`src/rtl/cp0_ctrl_pkg.sv`:
```
// Shared CP0 definitions: register indices, exception codes and SR/Cause field positions.
package cp0_pkg;

    localparam logic [4:0] REG_SR    = 5'd12;
    localparam logic [4:0] REG_CAUSE = 5'd13;
    localparam logic [4:0] REG_EPC   = 5'd14;
    localparam logic [4:0] REG_PRID  = 5'd15;

    localparam logic [4:0] EXC_INT  = 5'd0;
    localparam logic [4:0] EXC_ADEL = 5'd4;
    localparam logic [4:0] EXC_ADES = 5'd5;
    localparam logic [4:0] EXC_RI   = 5'd10;
    localparam logic [4:0] EXC_OV   = 5'd12;

    localparam int IM_HI   = 15;
    localparam int IM_LO   = 10;
    localparam int EXL_BIT = 1;
    localparam int IE_BIT  = 0;
    localparam int BD_BIT  = 31;
    localparam int EXC_HI  = 6;
    localparam int EXC_LO  = 2;

endpackage

```
`src/rtl/cp0_ctrl_if.sv`:
```
// Pipeline-to-CP0 signal bundle; the pipeline is the master, CP0 the slave.
interface cp0_ctrl_if;
    logic [4:0]  Addr;
    logic        WE;
    logic [31:0] Din;
    logic [31:0] Dout;
    logic [31:0] PC;
    logic        BDIn;
    logic [4:0]  ExcCodeIn;
    logic [5:0]  HWInt;
    logic        EXLClr;
    logic        Req;
    logic [31:0] EPCOut;
    logic [31:0] HandlerAddr;

    modport master (
        output Addr, WE, Din, PC, BDIn, ExcCodeIn, HWInt, EXLClr,
        input  Dout, Req, EPCOut, HandlerAddr
    );

    modport slave (
        input  Addr, WE, Din, PC, BDIn, ExcCodeIn, HWInt, EXLClr,
        output Dout, Req, EPCOut, HandlerAddr
    );
endinterface

```
`src/rtl/cp0_ctrl.sv`:
```
// Coprocessor 0: SR/Cause/EPC/PRId, interrupt/exception arbitration and victim PC capture.
module cp0_ctrl
    import cp0_pkg::*;
#(
    parameter logic [31:0] PRID    = 32'h0000_2020,
    parameter logic [31:0] HANDLER = 32'h0000_4180
) (
    input  logic        clk,
    input  logic        reset,
    cp0_ctrl_if.slave   bus
);

    logic [5:0]  r_im;
    logic        r_exl;
    logic        r_ie;
    logic        r_bd;
    logic [5:0]  r_ip;
    logic [4:0]  r_exccode;
    logic [31:0] r_epc;

    logic [5:0]  w_pend;
    logic        w_int_req;
    logic        w_exc_req;
    logic        w_req;
    logic [31:0] w_victim;
    logic [31:0] w_dout;

    generate
        for (genvar gi = 0; gi < 6; gi++) begin : g_pend
            assign w_pend[gi] = bus.HWInt[gi] & r_im[gi];
        end
    endgenerate

    // Requests are masked by the registered SR, so a same-cycle mtc0 never affects Req.
    assign w_int_req = (|w_pend) & r_ie & ~r_exl;
    assign w_exc_req = (bus.ExcCodeIn != EXC_INT) & ~r_exl;
    assign w_req     = w_int_req | w_exc_req;
    assign w_victim  = bus.BDIn ? (bus.PC - 32'd4) : bus.PC;

    always_ff @(posedge clk) begin
        if (reset) begin
            r_im      <= '0;
            r_exl     <= 1'b0;
            r_ie      <= 1'b0;
            r_bd      <= 1'b0;
            r_ip      <= '0;
            r_exccode <= '0;
            r_epc     <= '0;
        end else begin
            r_ip <= bus.HWInt;
            if (w_req) begin
                // The faulting instruction does not commit, so any mtc0 is dropped.
                r_exl     <= 1'b1;
                r_exccode <= w_int_req ? EXC_INT : bus.ExcCodeIn;
                r_bd      <= bus.BDIn;
                r_epc     <= {w_victim[31:2], 2'b00};
            end else begin
                if (bus.WE && bus.Addr == REG_SR) begin
                    r_im  <= bus.Din[IM_HI:IM_LO];
                    r_ie  <= bus.Din[IE_BIT];
                    r_exl <= bus.EXLClr ? 1'b0 : bus.Din[EXL_BIT];
                end else if (bus.EXLClr) begin
                    r_exl <= 1'b0;
                end
                if (bus.WE && bus.Addr == REG_EPC) begin
                    r_epc <= {bus.Din[31:2], 2'b00};
                end
            end
        end
    end

    always_comb begin
        w_dout = '0;
        case (bus.Addr)
            REG_SR: begin
                w_dout[IM_HI:IM_LO] = r_im;
                w_dout[EXL_BIT]     = r_exl;
                w_dout[IE_BIT]      = r_ie;
            end
            REG_CAUSE: begin
                w_dout[BD_BIT]        = r_bd;
                w_dout[IM_HI:IM_LO]   = r_ip;
                w_dout[EXC_HI:EXC_LO] = r_exccode;
            end
            REG_EPC:  w_dout = r_epc;
            REG_PRID: w_dout = PRID;
            default:  w_dout = '0;
        endcase
    end

    assign bus.Dout        = w_dout;
    assign bus.Req         = w_req;
    assign bus.EPCOut      = r_epc;
    assign bus.HandlerAddr = HANDLER;

endmodule

```
`src/flat_wrapper.sv`:
```
// flat-port wrapper written by rule: the top's interface ports become plain ports
module cp0_ctrl_flat import cp0_pkg::*;
#(
    parameter logic [31:0] PRID    = 32'h0000_2020,
    parameter logic [31:0] HANDLER = 32'h0000_4180
)
  (clk, reset, bus_Addr, bus_WE, bus_Din, bus_PC, bus_BDIn, bus_ExcCodeIn, bus_HWInt, bus_EXLClr, bus_Dout, bus_Req, bus_EPCOut, bus_HandlerAddr);
  cp0_ctrl_if bus_i ();
  input  logic clk;
  input  logic reset;
  input wire logic [$bits(bus_i.Addr)-1:0] bus_Addr;
  input wire logic [$bits(bus_i.WE)-1:0] bus_WE;
  input wire logic [$bits(bus_i.Din)-1:0] bus_Din;
  input wire logic [$bits(bus_i.PC)-1:0] bus_PC;
  input wire logic [$bits(bus_i.BDIn)-1:0] bus_BDIn;
  input wire logic [$bits(bus_i.ExcCodeIn)-1:0] bus_ExcCodeIn;
  input wire logic [$bits(bus_i.HWInt)-1:0] bus_HWInt;
  input wire logic [$bits(bus_i.EXLClr)-1:0] bus_EXLClr;
  output wire logic [$bits(bus_i.Dout)-1:0] bus_Dout;
  output wire logic [$bits(bus_i.Req)-1:0] bus_Req;
  output wire logic [$bits(bus_i.EPCOut)-1:0] bus_EPCOut;
  output wire logic [$bits(bus_i.HandlerAddr)-1:0] bus_HandlerAddr;
  assign bus_i.Addr = bus_Addr;
  assign bus_i.WE = bus_WE;
  assign bus_i.Din = bus_Din;
  assign bus_i.PC = bus_PC;
  assign bus_i.BDIn = bus_BDIn;
  assign bus_i.ExcCodeIn = bus_ExcCodeIn;
  assign bus_i.HWInt = bus_HWInt;
  assign bus_i.EXLClr = bus_EXLClr;
  assign bus_Dout = bus_i.Dout;
  assign bus_Req = bus_i.Req;
  assign bus_EPCOut = bus_i.EPCOut;
  assign bus_HandlerAddr = bus_i.HandlerAddr;
  cp0_ctrl #(.PRID(PRID), .HANDLER(HANDLER)) u_core (.clk(clk), .reset(reset), .bus(bus_i));
endmodule
```
`config.mk`:
```
export PLATFORM = sky130hd
export DESIGN_NAME = cp0_ctrl_flat
export DESIGN_NICKNAME = d
export VERILOG_FILES = /design/src/rtl/cp0_ctrl_pkg.sv /design/src/rtl/cp0_ctrl_if.sv /design/src/rtl/cp0_ctrl.sv /design/src/flat_wrapper.sv
export SDC_FILE = /design/constraint.sdc
export NUM_CORES = 1
export LEC_CHECK = 0
export ABC_CLOCK_PERIOD_IN_PS = 3400
export BUFFER_PORTS_ARGS = -buffer_cell sky130_fd_sc_hd__buf_2
export CORE_ASPECT_RATIO = 1.1
export CORE_MARGIN = 2
export CORE_UTILIZATION = 45
export DETAILED_ROUTE_END_ITERATION = 6
export GPL_ROUTABILITY_DRIVEN = 0
export PLACE_DENSITY = 0.79
export SETUP_SLACK_MARGIN = 0.5
export SKIP_CTS_REPAIR_TIMING = 1
export SYNTH_ARGS = -nofsm -noshare
export SYNTH_HDL_FRONTEND = slang
export SYNTH_SLANG_ARGS = --single-unit
```
`constraint.sdc`:
```
create_clock -name clk -period 3.4 [get_ports clk]
set_input_delay 0.51 -clock clk [delete_from_list [all_inputs] [get_ports clk]]
set_output_delay 0.51 -clock clk [all_outputs]
set_load 0.05 [all_outputs]
```
==> impl_results.md <==
* Met3 Resource Use GR at 4.69%
* FF-to-FF Start: u_core.r_im[3]$_SDFFE_PP0P_
* Hold Vio Cnt, Final at 0
* Clock power share at 26.8%
* Skew final at 0.00864 ns
* Vias in the first global route at 3178
* Crit path arrival time at 2.15 ns
* Max VDD drop at 0.222 mV
* Critical Path RT at 2.89 ns
* Clock latency on the worst-skew pair at 0.31 ns
* Via density at 5.16
* Die area at 8590 um2
* Yosys top cell by area: dfxtp_1
* Syn Inst Count at 409
* Max-slew violations at 0
* Area Growth Syn to Fin at 21.1%
* Number of max-cap violations at 0
* Core Util, Final at 56.7%
* Power Density at 376 nW/um2
* WL/cell at 14.8 um
* DRT iter0 DRCs at 107
* WHS Endpoint: u_core.r_ip[5]$_SDFF_PP0_
* Largest net degree at the start of global routing at 51
* # IOs at 182
* Nets at 625
* Yosys warns at 0
* Setup TNS at 0 ns
* Total wire length at 9.57 mm
* Post-synth EDFFs at 0
* Router iterations before antenna repair at 4
* # diodes at 0
* Total gr overflow at 0
* Seq pwr share at 41.0%
* Dpl ws at 0.803 ns
* Drt drc at 0
* Num Clock Sinks at 50
* Yosys cell types at 55
* Fin crit share at 78.2%
* Via Count at 3329
* Initial antenna violation count at 0
* Combinational power share at 32.2%
* Tmin final at 2.66 ns
* Worst r2r path cells at 6
* Final setup violation count at 0
* Worst-Margin Slew at 0.962 ns
* Layout cells sized above 1 at 35.0%
* Floorplan core area at 7560 um2
* GRT met2 Usage at 39.3%
* P_sw at 621 uW
* Outcome: complete, no violations
* R2R Path End: u_core.bus.EPCOut[6]$_SDFFE_PP0P_
* P_int at 991 uW
* Die Span X at 88.6 um
* Sw Share at 38.5%
* Synth async-reset ratio at 0%
* Max Buffers Root-to-Sink at 2
* Total track usage at 21.9%
* Initial Util at 46.9%
* CP startpoint kind: flip-flop
* Final total power at 1610 uW
* Mapped Area at 3540 um2
* Final antenna-violating net count at 0
* Hold Path Stages at 2
* Critical path capture point type: output port
* HP Class: primary input to flip-flop
* TritonCTS Buffers at 5
* H-tree Lvls at 2
* Sequential element share of the synthesized area at 28.3%
* Setup WS post-layout at 0.742 ns
* HP Start: bus_HWInt[5]
* Clock-pin slew on the worst setup and hold paths at 0.10 ns
* Port bufs at 145
* R2r setup slk at 1.32 ns
* Crit path max fanout at 22
* CTS tree: built
* Highest-count cells in the layout ignoring fill and taps: buf_2, nor2_1, dfxtp_1
* FP Rows at 33
* CTS root buf: clkbuf_8
* Leak pwr at 0.00196 uW
* Yosys reg bits at 50
* Synth area leaders: dfxtp_1, mux2i_1, buf_4
* Critical setup path kind: flip-flop to output port
* Max-slew headroom at 35.9%
* HPWL after DPL at 7.22 mm
* Mapped Avg Cell Area at 8.66 um2
* Most Used Layer, Global Route: met2
* M1 GR Usage at 25.5%
* Post-synth top area share at 28.3%
* Max Freq at 0.376 GHz
* First-pass GRT wire length at 15.1 mm
* Primary FF master, synth: dfxtp_1
* Fin cells at 645
* Most common cell after layout, fill and taps aside: buf_2
* Placed Cells at 637
* Die Span Y at 97.0 um
* RSZ-0062 raised after global routing: false
-- power groups by stage --
| stage | sequential (uW) | combinational [uW] | clock, uW |
|---|---|---|---|
| global route | 667 | 554 | 464 |
| CTS | 661 | 521 | 443 |
| floorplan | 784 | 296 | 0 |
| detailed placement | 674 | 519 | 0 |
| finish | 661 | 520 | 431 |
| global placement | 671 | 513 | 0 |
-- metal layers --
| layer | part of all wire, % | routed length [um] |
|---|---|---|
| met2 | 51 | 4920 |
| met1 | 40 | 3830 |
| met5 | 0 | 0 |
| met3 | 7.4 | 707 |
| met4 | 1.2 | 115 |
-- registers in the layout, summed over array words and instances, names as in the netlist --
name,flops
u_core.bus.EPCOut,30
u_core.r_im,6
u_core.r_ip,6
u_core.r_exccode,5
u_core.r_bd,1
u_core.r_exl,1
u_core.r_ie,1
-- per-stage QoR --
stage | cell area, um2 | hold slack [ns]
global route | 4290 | 0.431
finish | 4290 | 0.430
floorplan | 3660 | 0.432
CTS | 4290 | 0.424
global placement | 4170 | 0.447
detailed placement | 4170 | 0.447
-- Yosys cell counts, types with 3 or more instances --
library cell,number
nor4_4,3
buf_6,3
buf_2,7
and3_1,21
nand3b_1,4
dfxtp_1,50
a21oi_1,24
nor4_2,6
nor2b_1,11
mux2i_1,40
buf_4,37
nor3b_1,3
a22oi_1,10
clkbuf_1,14
nor2_1,51
xnor2_1,24
nor3_1,6
a31oi_1,3
inv_1,6
nand4_1,4
a211oi_1,14
nand2_1,8
a21o_1,14
nand3_1,5
-- area by class of cell --
class	count	area, um2
Fill cell	733	3270
Multi-Input combinational cell	323	2240
Sequential cell	50	1000
Timing Repair Buffer	152	778
Tap cell	105	131
Clock buffer	5	68.8
Clock inverter	3	45.0
Inverter	7	26.3
-- cell families (layout without fill, tap and decap cells) --
logic type	Yosys count	count (layout)	share of synthesized area, %
compound gates	77	77	15.0
buf+inv	68	167	12.0
fa+ha+maj	1	1	0.353
simple gates	143	143	25.7
flops	50	50	28.3
other cells	2	34	0.212
mux	43	43	12.3
xor+xnor	25	25	6.18
-- worst max-delay path by stage --
| stage | start | end |
|---|---|---|
| after global routing | u_core.r_im[5]$_SDFFE_PP0P_ | bus_Req |
| after floorplan | bus_Addr[1] | bus_Dout[13] |
| final | u_core.r_im[3]$_SDFFE_PP0P_ | bus_Req |
| after CTS | u_core.r_im[3]$_SDFFE_PP0P_ | bus_Req |
| after detailed placement | bus_HWInt[3] | bus_Req |
| after global placement | bus_HWInt[3] | bus_Req |
-- worst max-delay path: stages, from the launching register on --
cell and delay (ns):
dfxtp_1 0.36, a22oi_1 0.13, a31oi_1 0.53, o31ai_4 0.10
inv_2 0.36, buf_2 0.35
Note: power is estimated with default switching activity, not from simulation.
